--- src/rtl/lsu_handshake_unit.sv ---
// Load/store unit: takes one memory instruction per valid/ready handshake, runs it over a
// req/gnt/rvalid data port, and holds the aligned/extended result until writeback accepts it.
module lsu_handshake_unit #(
    parameter int XLEN    = 32,
    parameter int ADDR_W  = 32,
    parameter int TIMEOUT = 64
) (
    input  logic              clk_i,
    input  logic              reset_i,
    input  logic              in_valid_i,
    output logic              in_ready_o,
    input  logic [2:0]        op_i,
    input  logic [XLEN-1:0]   base_i,
    input  logic [XLEN-1:0]   offset_i,
    input  logic [XLEN-1:0]   wdata_i,
    output logic              mem_req_o,
    input  logic              mem_gnt_i,
    output logic              mem_we_o,
    output logic [ADDR_W-1:0] mem_addr_o,
    output logic [XLEN/8-1:0] mem_be_o,
    output logic [XLEN-1:0]   mem_wdata_o,
    input  logic              mem_rvalid_i,
    input  logic [XLEN-1:0]   mem_rdata_i,
    output logic              out_valid_o,
    input  logic              out_ready_i,
    output logic [XLEN-1:0]   out_data_o,
    output logic              out_is_load_o,
    output logic              out_misaligned_o,
    output logic              out_timeout_o
);
    localparam int NB    = XLEN / 8;
    localparam int AW    = (NB > 1) ? $clog2(NB) : 1;
    localparam int CNT_W = (TIMEOUT > 1) ? $clog2(TIMEOUT) : 1;
    localparam logic [CNT_W-1:0] CNT_LAST = CNT_W'((TIMEOUT > 0) ? TIMEOUT - 1 : 0);

    typedef enum logic [1:0] {IDLE, REQ, WAIT_RSP, RESP} state_e;

    // Access size code: 0 byte, 1 half, 2 word
    function automatic logic [1:0] size_of(input logic [2:0] op);
        case (op)
            3'd0, 3'd1, 3'd7: size_of = 2'd0;
            3'd2, 3'd3, 3'd6: size_of = 2'd1;
            default:          size_of = 2'd2;
        endcase
    endfunction

    function automatic logic [XLEN-1:0] size_mask(input logic [1:0] sz);
        case (sz)
            2'd0:    size_mask = XLEN'(8'hFF);
            2'd1:    size_mask = XLEN'(16'hFFFF);
            default: size_mask = XLEN'(32'hFFFF_FFFF);
        endcase
    endfunction

    state_e            state_q, state_d;
    logic [2:0]        op_q, op_d;
    logic [AW-1:0]     off_q, off_d;
    logic [ADDR_W-1:0] addr_q, addr_d;
    logic [NB-1:0]     be_q, be_d;
    logic [XLEN-1:0]   wdata_q, wdata_d;
    logic              we_q, we_d;
    logic [CNT_W-1:0]  cnt_q, cnt_d;
    logic [XLEN-1:0]   odata_q, odata_d;
    logic              oload_q, oload_d;
    logic              omis_q, omis_d;
    logic              oto_q, oto_d;

    logic [XLEN-1:0]   sum;
    logic [ADDR_W-1:0] eff_addr;
    logic [AW-1:0]     in_a;
    logic [1:0]        in_size;
    logic              in_is_load;
    logic              in_misaligned;
    logic [NB-1:0]     in_be;
    logic [XLEN-1:0]   in_wdata;

    assign sum = base_i + offset_i;

    generate
        if (ADDR_W <= XLEN) begin : g_addr_trunc
            assign eff_addr = sum[ADDR_W-1:0];
        end else begin : g_addr_ext
            assign eff_addr = {{(ADDR_W - XLEN){1'b0}}, sum};
        end
    endgenerate

    assign in_a       = sum[AW-1:0];
    assign in_size    = size_of(op_i);
    assign in_is_load = (op_i <= 3'd4);
    assign in_wdata   = (wdata_i & size_mask(in_size)) << {in_a, 3'b000};

    always_comb begin
        in_be         = '0;
        in_misaligned = 1'b0;
        case (in_size)
            2'd0: in_be = NB'(1) << in_a;
            2'd1: begin
                in_be         = NB'(2'b11) << in_a;
                in_misaligned = in_a[0];
            end
            default: begin
                in_be         = NB'(4'hF) << in_a;
                in_misaligned = ((in_a & AW'(3)) != '0);
            end
        endcase
    end

    // Load path: shift the addressed lane down, then sign- or zero-fill above the access size
    logic [XLEN-1:0] rsh;
    logic [XLEN-1:0] lmask;
    logic            lsign;
    logic [XLEN-1:0] load_ext;

    assign rsh   = mem_rdata_i >> {off_q, 3'b000};
    assign lmask = size_mask(size_of(op_q));

    always_comb begin
        case (size_of(op_q))
            2'd0:    lsign = rsh[7];
            2'd1:    lsign = rsh[15];
            default: lsign = rsh[31];
        endcase
        if (op_q != 3'd0 && op_q != 3'd2 && op_q != 3'd4) begin
            lsign = 1'b0;
        end
    end

    assign load_ext = (rsh & lmask) | (lsign ? ~lmask : '0);

    always_comb begin
        state_d = state_q;
        op_d    = op_q;
        off_d   = off_q;
        addr_d  = addr_q;
        be_d    = be_q;
        wdata_d = wdata_q;
        we_d    = we_q;
        cnt_d   = cnt_q;
        odata_d = odata_q;
        oload_d = oload_q;
        omis_d  = omis_q;
        oto_d   = oto_q;
        case (state_q)
            IDLE: begin
                if (in_valid_i) begin
                    op_d    = op_i;
                    off_d   = in_a;
                    addr_d  = eff_addr & ~ADDR_W'(NB - 1);
                    be_d    = in_be;
                    wdata_d = in_wdata;
                    we_d    = ~in_is_load;
                    cnt_d   = '0;
                    odata_d = '0;
                    oload_d = in_is_load;
                    omis_d  = in_misaligned;
                    oto_d   = 1'b0;
                    state_d = in_misaligned ? RESP : REQ;
                end
            end
            REQ: begin
                if (mem_gnt_i) begin
                    state_d = we_q ? RESP : WAIT_RSP;
                    cnt_d   = '0;
                end
            end
            WAIT_RSP: begin
                if (mem_rvalid_i) begin
                    odata_d = load_ext;
                    state_d = RESP;
                end else if (TIMEOUT != 0 && cnt_q == CNT_LAST) begin
                    oto_d   = 1'b1;
                    odata_d = '0;
                    state_d = RESP;
                end else begin
                    cnt_d = cnt_q + 1'b1;
                end
            end
            RESP: begin
                if (out_ready_i) begin
                    state_d = IDLE;
                end
            end
            default: state_d = IDLE;
        endcase
    end

    always_ff @(posedge clk_i or posedge reset_i) begin
        if (reset_i) begin
            state_q <= IDLE;
            op_q    <= '0;
            off_q   <= '0;
            addr_q  <= '0;
            be_q    <= '0;
            wdata_q <= '0;
            we_q    <= 1'b0;
            cnt_q   <= '0;
            odata_q <= '0;
            oload_q <= 1'b0;
            omis_q  <= 1'b0;
            oto_q   <= 1'b0;
        end else begin
            state_q <= state_d;
            op_q    <= op_d;
            off_q   <= off_d;
            addr_q  <= addr_d;
            be_q    <= be_d;
            wdata_q <= wdata_d;
            we_q    <= we_d;
            cnt_q   <= cnt_d;
            odata_q <= odata_d;
            oload_q <= oload_d;
            omis_q  <= omis_d;
            oto_q   <= oto_d;
        end
    end

    assign in_ready_o       = (state_q == IDLE);
    assign mem_req_o        = (state_q == REQ);
    assign out_valid_o      = (state_q == RESP);
    assign mem_we_o         = we_q;
    assign mem_addr_o       = addr_q;
    assign mem_be_o         = be_q;
    assign mem_wdata_o      = wdata_q;
    assign out_data_o       = odata_q;
    assign out_is_load_o    = oload_q;
    assign out_misaligned_o = omis_q;
    assign out_timeout_o    = oto_q;

endmodule
--- config.mk ---
export PLATFORM = sky130hd
export DESIGN_NAME = lsu_handshake_unit
export DESIGN_NICKNAME = d
export VERILOG_FILES = /design/src/rtl/lsu_handshake_unit.sv
export SDC_FILE = /design/constraint.sdc
export NUM_CORES = 1
export LEC_CHECK = 0
export CAP_MARGIN = 5
export CORE_MARGIN = 4
export CORE_UTILIZATION = 31
export CTS_CLUSTER_DIAMETER = 60
export DETAILED_ROUTE_END_ITERATION = 16
export PLACE_DENSITY = 0.59
export SKIP_CTS_REPAIR_TIMING = 1
export SYNTH_ARGS = -nofsm -noshare
export SYNTH_HDL_FRONTEND = slang
export SYNTH_SLANG_ARGS = --single-unit
--- constraint.sdc ---
create_clock -name clk_i -period 3.45 [get_ports clk_i]
set_input_delay 0.69 -clock clk_i [delete_from_list [all_inputs] [get_ports clk_i]]
set_output_delay 0.69 -clock clk_i [all_outputs]
set_load 0.05 [all_outputs]
### Word level (Yosys, flattened, before mapping)

Index checks and enable logic that the tools add are counted.

* output and inout bits: 107
* flip-flop bits (word level): 115

* add/subtract/negate cells: 2
* order comparisons: 1
* reduce and logical (&&, ||, !) cells: 20
* bitwise logic cells: 5
* shifts and indexed selects: 5
* eq/ne operators: 25
* multiplexer cells: 30

Operators with widths (number)
* $pmux 32 s2: 3
* $mux 32: 4
* $and 32x32->32: 2
* $add 32x32->32: 1
* $not 32->32: 1
* $or 32x32->32: 1
* $shl 32x5->32: 1
* $shr 32x5->32: 1
* $mux 6: 4
* $pmux 6 s3: 1
* $eq 3x2->1 const B: 4
* $eq 3x3->1 const B: 4
* $mux 2: 6
* $reduce_or 3->1: 4
* $ne 2x2->1 const B: 4
* $pmux 2 s2: 2
* $pmux 2 s4: 1
* $pmux 4 s2: 1
* $reduce_and 4->1: 2
* $add 6x1->6 const B: 1
* $eq 2x1->1 const B: 3
* $eq 3x1->1 const B: 2
* $eq 6x6->1 const B: 1
* $logic_not 2->1: 3
* 18 further kinds: 31

### Logic depth before layout (Yosys ltp)

Gate-level depths: netlist of the first run.

* word-level depth: 10
* gate-level depth with buffers: 11

### Worst setup path before layout of the first run

Ideal clock, no wire load.

* kind: input -> register
* start point: input port base_i[0]
* end point: register addr_q[24] (netlist: mem_addr_o[24])
* library setup time: 0.069 ns
* data required time: 3.381 ns
* arrival: 2.777 ns
* stages: 11
* path buffers: 0
* slack: 0.603 ns
* path through: ha_1 inv_1 fa_1 nand2b_1 a21oi_2 o21ai_2 a21oi_2 o211a_1 a41oi_1 or4_1 nand3_1

* word-level cells in the longest chain between the ends: 1

Ends and longest elaborated chain
* start, declared: RTL line 13 `input logic [XLEN-1:0] base_i,`
* $add 32x32->32: RTL line 77 `assign sum = base_i + offset_i;`
* end signal, assigned: RTL line 205 `addr_q <= addr_d;`
* end, declared: RTL line 58 `logic [ADDR_W-1:0] addr_q, addr_d;`

Every way passes these cells.
A chain may end at the register's enable or synchronous reset.

### Worst setup path in the final report of the first run

* start point: input port base_i[0]
* end point: register addr_q[30] (netlist: mem_addr_o[30])

Same word-level chain as after synthesis.

==> results.txt, run 1 <==
- Status: finished clean
- For the pin with the worst max-slew slack, the measured transition is 0.697 ns.
- The tree built by TritonCTS fans out to 115 sinks.
- The tool flagged a number of max-cap violations equal to 0.
- Top Usage Layer GRT: met2
* Source-to-sink clock delay at the later pin of the worst-skew pair: 0.41 ns
- The filler cells instantiated in the layout total 2,215.
- The post-route netlist has 8.00% of its cells at a drive strength greater than 1.
* Leakage Power: 0.00458 µW
* Multi-input gate area: 0.00403 mm²
- Leaving out fill and tap cells, the most frequent cell in the layout is sky130_fd_sc_hd__clkdlybuf4s50_1.
- Synthesis inferred 115 register bits.
- Final worst-path setup slack: 0.409 ns
- The die covers 0.0257 mm².
* PortBufs: 241
- Dividing the final minimum period by the clock period gives 88.1%.
- The worst path needs 3.04 ns of the cycle, external delays included.
- Across the routed clock network, the largest skew measured is 0.00990 ns.
- The H-tree was split into 4 levels.
- In the layout the commonest cells are 241 x sky130_fd_sc_hd__clkdlybuf4s50_1, 126 x sky130_fd_sc_hd__nand2_1, 115 x sky130_fd_sc_hd__dfrtp_1.
- Last weighted congestion value of the routability-driven placer: 0.866
- Leading register cell type out of synthesis: sky130_fd_sc_hd__dfrtp_1
* Slew HR: 53.4%
* Wire length per cell: 18.1 µm
- Capturing element type of the critical path: flop
- In this run the worst path has a maximum fanout of 3.
* Number of antenna repair diodes: 0
- Final layout net count: 1,223
- Setup crit start kind: input pin
- TritonCTS built the clock tree.
- Prior to clock tree synthesis, the placed netlist has a worst setup slack of -0.0359 ns.
- Post-synthesis area per instance: 8.80 µm²
- For this run the aggregate overflow at the end of global routing stands at 0.
* CP arrival: 3.34 ns
* Cell count after synthesis: 817
* Worst min-delay path class: flop to flop
- Starting Density: 31.7%
* Maximum clock rate: 0.329 GHz
- Sequential elements use 40.0% of the synthesized area.
- Across all layers, the routed design uses 6,881 vias.
* End-of-flow core utilization: 46.8%
- Drt first pass iters: 4
- Unrepaired setup endpoints after global routing: false
- Die boundary height: 160 µm
* Num CTS Buffers: 17
- Tot Pwr: 9370 µW
* Cell taking the most area after synthesis: sky130_fd_sc_hd__dfrtp_1
- Vias in the first global route: 6,962
- Number of rows created at floorplan: 55
* Count of flip-flops with a built-in enable after synthesis: 0
- No sink is reached through more buffers than the 2 on the longest clock path.
- In the synthesized netlist the async set-or-reset flop fraction comes to 100%.
- The detail route stage leaves a number of antenna-violating nets equal to 0.
- Maximum VDD drop: 0.382 mV
- The largest single stage delay on the critical path is 0.46 ns.
* First-pass GRT wire length: 38,900 µm
- Main area contributors after synthesis: sky130_fd_sc_hd__dfrtp_1 40%, sky130_fd_sc_hd__nand2_1 6.6%, sky130_fd_sc_hd__ha_1 6.3%, sky130_fd_sc_hd__o21ai_0 6.2%, sky130_fd_sc_hd__a21oi_1 3.8%
- DRT Wirelength: 24,300 µm
- The max-slew violation count came to 0.
* Clock transition time at the flip-flop clock pins of the worst setup and hold paths: 0.06 ns
* Cell-by-cell trace of the critical path: clkdlybuf4s50_1 > ha_1 > inv_1 > fa_1 > nand2b_1 > a21oi_2 > o21ai_2 > a21oi_2 > buf_4 > or4b_4 > a31oi_2 > o2111a_1 > a221o_1
* Global routing met3 resource utilization: 6.09%
- In this run, the number of DRC markers left after iteration 0 of detailed routing was 294.
- Worst path slowest cell: sky130_fd_sc_hd__clkdlybuf4s50_1
- In this run, distinct cell masters in the synthesized netlist total 63.
- Type of the worst setup path: input pin to flop
* Post-Synthesis Cell Area: 0.00719 mm²
- Dividing the detail-routed via count by the number of cells gives 5.11.
- Cell at the root of the clock tree: sky130_fd_sc_hd__clkbuf_16
- The Yosys step of the flow raised 0 warnings.
- The number of antenna violations at the first check in global routing is 0.
- Met2 layer usage reported by global route: 29.9%
- During I/O placement, the number of pins put on the boundary was 244.
* Yosys top cell area share: 40.0%
* Footprint of the flip-flops and latches: 0.00288 mm²
- For this run, design rule violations remaining after detail routing come to 0.
- Summed over all failing endpoints, the final setup total negative slack is 0 ns.
- Data required, critical path: 3.75 ns
- Entering global routing, the biggest net connects 116 pins.
- Die width: 160 µm
* Setup-failing EPs final: 0
- Area delta synth->final: 47.9%
- Global routing used 18.8% of the available tracks.
- Detailed placement ended at an HPWL of 18,700 µm.
- Hold violation total from the final report: 0
* Critical Path Most Common Cell: sky130_fd_sc_hd__a21oi_2
* Power density relative to cell area: 881 mW/mm²
- Core area: 0.0227 mm²
- In the global route stage, met1 resource usage came out at 24.4%.
## routing by layer
layer	up-vias	part of all wire, %
li1	3421	-
met1	3219	44
met2	212	46
met3	29	7.9
met4	0	2.0
met5	-	0
## where the power goes
part           switching, µW  internal, µW
clock                    692          1310
sequential               382          1890
combinational           3340          1750
total                   4420          4950
## state kept, by name, summed over array words and instances (netlist names), 2 cells and up
name,count
cnt_q,6
mem_addr_o,30
mem_be_o,4
op_q,3
off_q,2
mem_wdata_o,32
state_q,2
out_data_o,32
## stage by stage
| step | cell area [µm²] | hold WS [ns] | std cells |
|---|---|---|---|
| 2_1_floorplan | 7200 | 0.492 | 818 |
| 3_3_place_gp | 9970 | 0.463 | 1315 |
| 3_5_place_dp | 9970 | 0.470 | 1315 |
| 4_1_cts | 10600 | 0.483 | 1347 |
| 5_1_grt | 10600 | 0.505 | 1347 |
| 6_report | 10600 | 0.476 | 1347 |
## logic make-up (layout without fill, tap and decap cells)
group | Yosys count | count (layout) | share of synthesized area (%)
XOR/XNOR | 28 | 28 | 3.41
flip-flops | 115 | 115 | 40.0
AO/OA/AOI/OAI | 284 | 284 | 26.1
adder cells (fa/ha/maj) | 37 | 37 | 6.54
multiplexers | 34 | 34 | 4.94
buffers and inverters | 73 | 317 | 4.04
AND/OR/NAND/NOR | 245 | 245 | 14.8
other | 1 | 2 | 0.0522
## cell type report
cell class | count | share of cell area [%]
clock buffer | 18 | 4.13
clock inverter | 14 | 2.13
inverter | 19 | 0.706
multi-input combinational | 630 | 37.9
sequential | 115 | 27.1
tap | 285 | 3.35
timing repair buffer | 266 | 24.7
## synthesized netlist by cell type, types with 10 or more instances
library cell	instances
sky130_fd_sc_hd__nand3_1	17
sky130_fd_sc_hd__ha_1	36
sky130_fd_sc_hd__xor2_1	16
sky130_fd_sc_hd__a22o_1	22
sky130_fd_sc_hd__dfrtp_1	115
sky130_fd_sc_hd__xnor2_1	12
sky130_fd_sc_hd__mux2i_1	25
sky130_fd_sc_hd__clkbuf_1	40
sky130_fd_sc_hd__o21ai_1	16
sky130_fd_sc_hd__nor2_1	55
sky130_fd_sc_hd__a21o_1	12
sky130_fd_sc_hd__o21a_1	16
sky130_fd_sc_hd__o21ai_0	89
sky130_fd_sc_hd__o211ai_1	10
sky130_fd_sc_hd__buf_1	10
sky130_fd_sc_hd__inv_1	19
sky130_fd_sc_hd__a21oi_1	54
sky130_fd_sc_hd__nand2_1	127
## critical path, delay by kind of cell
| family | cells | cell delay, ns |
|---|---|---|
| AOI/OAI and AO/OA | 6 | 1.06 |
| buffers and inverters | 3 | 0.67 |
| adders and majority gates | 2 | 0.60 |
| and+or+nand+nor | 2 | 0.33 |
## final timing paths
kind / startpoint / to / slack [ns] / cells past startpoint
setup / recovery: base_i[0] / mem_addr_o[30] / 0.41 / 13
hold / removal: mem_addr_o[4] / mem_addr_o[4] / 0.48 / 2
setup reg to reg: off_q[0] / out_data_o[22] / 1.17 / 5
hold reg to reg: mem_addr_o[4] / mem_addr_o[4] / 0.48 / 2
max in group asynchronous: reset_i / mem_wdata_o[0] / 2.14 / 3
min in group asynchronous: reset_i / mem_addr_o[8] / 0.82 / 3
Power figures use the tool's default switching activity.
==> inputs of run 2 (changes only) <==
SETUP_SLACK_MARGIN = 0.3   (was not set)
==> run 2 against run 1 <==
Net effect: combinational power barely moved; first-iteration DRC count rose by 3.7%; hold slack barely moved; maximum frequency rose by 0.58%; critical path depth did not move; worst setup slack improved by 0.018 ns; largest power group unchanged; register-to-register slack barely moved; total power barely moved; die area did not move; largest cell class unchanged; design area barely moved.
==> results.txt, run 2 (synthesis gave the netlist of run 1 again) <==
- Number of antenna repair diodes: 0 (unchanged)
- The count of maximum capacitance violations came to 0 (unchanged).
* Capturing element type of the critical path: flop
- The total congestion overflow after global routing came to 0 (unchanged).
- The clock insertion delay at the later pin of the skew report came to 0.42 ns (about the same).
- The final setup violation count was 0 (unchanged).
* Worst min-delay path class: flop to flop
* Int Power: 4960 µW (about the same)
- The detailed-route wire length is 24,400 µm (+0.12%).
- Slew at the pin with the worst max-slew slack: 0.667 ns (-0.0304 ns)
* Unrepaired setup endpoints after global routing: false
* Count of routing violations after the opening detailed-route iteration: 305 (+3.7%)
- Placed cell area: 0.00997 mm² (unchanged)
- The core footprint is 0.0227 mm² (unchanged).
- Wire length per cell: 18.1 µm (about the same)
- Remaining antenna violation count: 0 (unchanged)
* Most common cell after layout, fill and taps aside: sky130_fd_sc_hd__clkdlybuf4s50_1
- The die height was 160 µm (unchanged).
- The clock skew after layout is 0.0133 ns (+0.00338 ns).
* Leakage Power: 0.00459 µW (+0.11%)
- RR Startpoint: off_q[0]
* Switching share of total power: 47.1% (about the same)
* Setup crit start kind: input pin
- The combined area of the multi-input logic cells is 0.00403 mm² (about the same).
- Post-layout instance count excluding filler cells: 1,348 (+0.074%)
- The max-slew violation count came to 0 (unchanged).
* Maximum clock insertion buffer count: 2 (unchanged)
- Counting stages on the worst path, the most repeated cell is sky130_fd_sc_hd__a21oi_2.
* Vias in the first global route: 6,962 (unchanged)
* Starting Density: 31.7% (unchanged)
- Pin count of the biggest net entering global routing: 116 (unchanged)
- The total power after layout was 9370 µW (about the same).
- Data required, critical path: 3.75 ns (about the same)
- Number of placed instances with taps included: 1,315 (unchanged)
* Stage delay of the slowest cell on the critical path: 0.53 ns (+0.07 ns)
- The switching power was 4410 µW (about the same).
- The area enclosed by the die boundary was 0.0257 mm² (unchanged).
- The proportion of layout cells with a drive suffix above 1 came to 8.18% (+0.18 points).
- The share of power burned in registers was 24.3% (about the same).
* Worst path slowest cell: sky130_fd_sc_hd__or4b_4
- Hold violation total from the final report: 0 (unchanged)
* Part of the total power dissipated in the clock network: 21.4% (about the same)
- First-pass GRT wire length: 38,900 µm (unchanged)
- In this run the clock root is driven by a sky130_fd_sc_hd__clkbuf_16.
- CTS H-Tree Depth: 4 (unchanged)
- The number of buffer cells added on primary ports came to 241 (unchanged).
- The die width is 160 µm (unchanged).
- Hold path cells: 2 (unchanged)
- The critical path starts at base_i[0].
* Detailed-placement wirelength estimate: 18,700 µm (unchanged)
- Cell-by-cell trace of the critical path: clkdlybuf4s50_1 > ha_1 > inv_1 > fa_2 > nand2b_1 > a21oi_2 > o21ai_2 > a21oi_2 > buf_4 > or4b_4 > a31oi_2 > o21ai_1 > a221o_1
* Status: finished clean
* Maximum clock rate: 0.331 GHz (+0.58%)
- The number of antenna violations at the first check in global routing is 0 (unchanged).
- Number of cell instances on the worst register-to-register path: 5 (unchanged)
- The routability congestion estimate from global placement was 0.866 (unchanged).
* Drt first pass iters: 5 (+1)
- The minimum clock period after layout was 3.02 ns (-0.0177 ns).
- GRT Resource Usage Total: 18.8% (unchanged)
- Sinks on Clock Net: 115 (unchanged)
- Num CTS Buffers: 17 (unchanged)
- Post-route fraction of the period consumed by the critical path: 87.6% (-0.51 points)
- The number of placement rows was 55 (unchanged).
- The summed area of non-filler cells in the final layout was 0.0106 mm² (about the same).
- The maximum fanout along the worst path was 3 (unchanged).
- Final layout net count: 1,224 (+0.082%)
- The number of filler cells placed in the layout came to 2,216 (+0.045%).
- Most used cells in the layout excluding fill and tap cells: 241 x sky130_fd_sc_hd__clkdlybuf4s50_1, 126 x sky130_fd_sc_hd__nand2_1, 115 x sky130_fd_sc_hd__dfrtp_1
- The areal power density over the cells was 881 mW/mm² (about the same).
- The DRC violation count after routing came to 0 (unchanged).
- The final sum of negative setup slack was 0 ns (unchanged).
* Type of the worst setup path: input pin to flop
* Maximum VDD drop: 0.382 mV (+0.12%)
- Io pins: 244 (unchanged)
- The relative contribution of combinational cells to total power came to 54.3% (about the same).
- The clock-pin slew reported for the worst setup and hold paths after clock tree synthesis was 0.06 ns (about the same).
* Vias per std cell: 5.11 (about the same)
- Footprint of the flip-flops and latches: 0.00288 mm² (unchanged)
- The total number of vias is 6,890 (+0.13%).
- Area delta synth->final: 48.0% (about the same)
- CP arrival: 3.32 ns (-0.02 ns)
- Worst hold slack after final layout: 0.476 ns (+0.0000710 ns)
* Slew HR: 55.4% (+2.0 points)
* Min-Delay Startpoint: mem_addr_o[4]
- CTS tree: done
run 2: cell types whose count changed in the layout (fill, tap and decap cells not counted):
cell                    change
sky130_fd_sc_hd__fa_2       +1
sky130_fd_sc_hd__fa_1       -1
sky130_fd_sc_hd__buf_4      +1
run 2: metal layers:
layer	wire length, µm	global-route usage (%)	up-vias
li1	-	-	3418
met1	10700	24.4	3215
met2	11300	29.9	230
met3	1930	6.09	27
met4	452	5.75	0
met5	0	0	-
run 2: path summary, 6_finish.rpt:
kind / end / slack (ns)
max in group asynchronous: out_data_o[25] / 2.15
min in group asynchronous: mem_addr_o[8] / 0.81
worst max-delay path: mem_addr_o[30] / 0.43
worst min-delay path: mem_addr_o[4] / 0.48
worst min register to register: mem_addr_o[4] / 0.48
worst max register to register: out_data_o[22] / 1.17
run 2: per-stage QoR:
| stage | util [%] | setup slack [ns] |
|---|---|---|
| finish | 46.9 | 0.427 |
| CTS | 46.8 | 0.399 |
| global route | 46.9 | 0.296 |
| detailed placement | 43.9 | -0.0359 |
| floorplan | - | 0.603 |
| global placement | 43.9 | 0.0227 |
run 2: power groups by stage:
stage,Combinational [µW],Clock (µW),Sequential [µW]
5_1_grt,5440,2110,2350
6_report,5090,2000,2280
3_5_place_dp,5140,0,2280
3_3_place_gp,5110,0,2290
4_1_cts,5140,2050,2280
2_1_floorplan,1700,0,3900
run 2: worst max-delay path, delay by kind of cell:
kind            cells  cell delay, ns
buf+inv             3            0.63
compound gates      6            0.87
simple gates        2            0.68
fa+ha+maj           2            0.45
run 2: cell type report:
type	instances	area share [%]
clock inverters	14	2.13
multi-input cells	630	37.9
repair buffers	267	24.7
flip-flops and latches	115	27.0
clock buffers	18	4.13
inverters	19	0.705
well taps	285	3.35
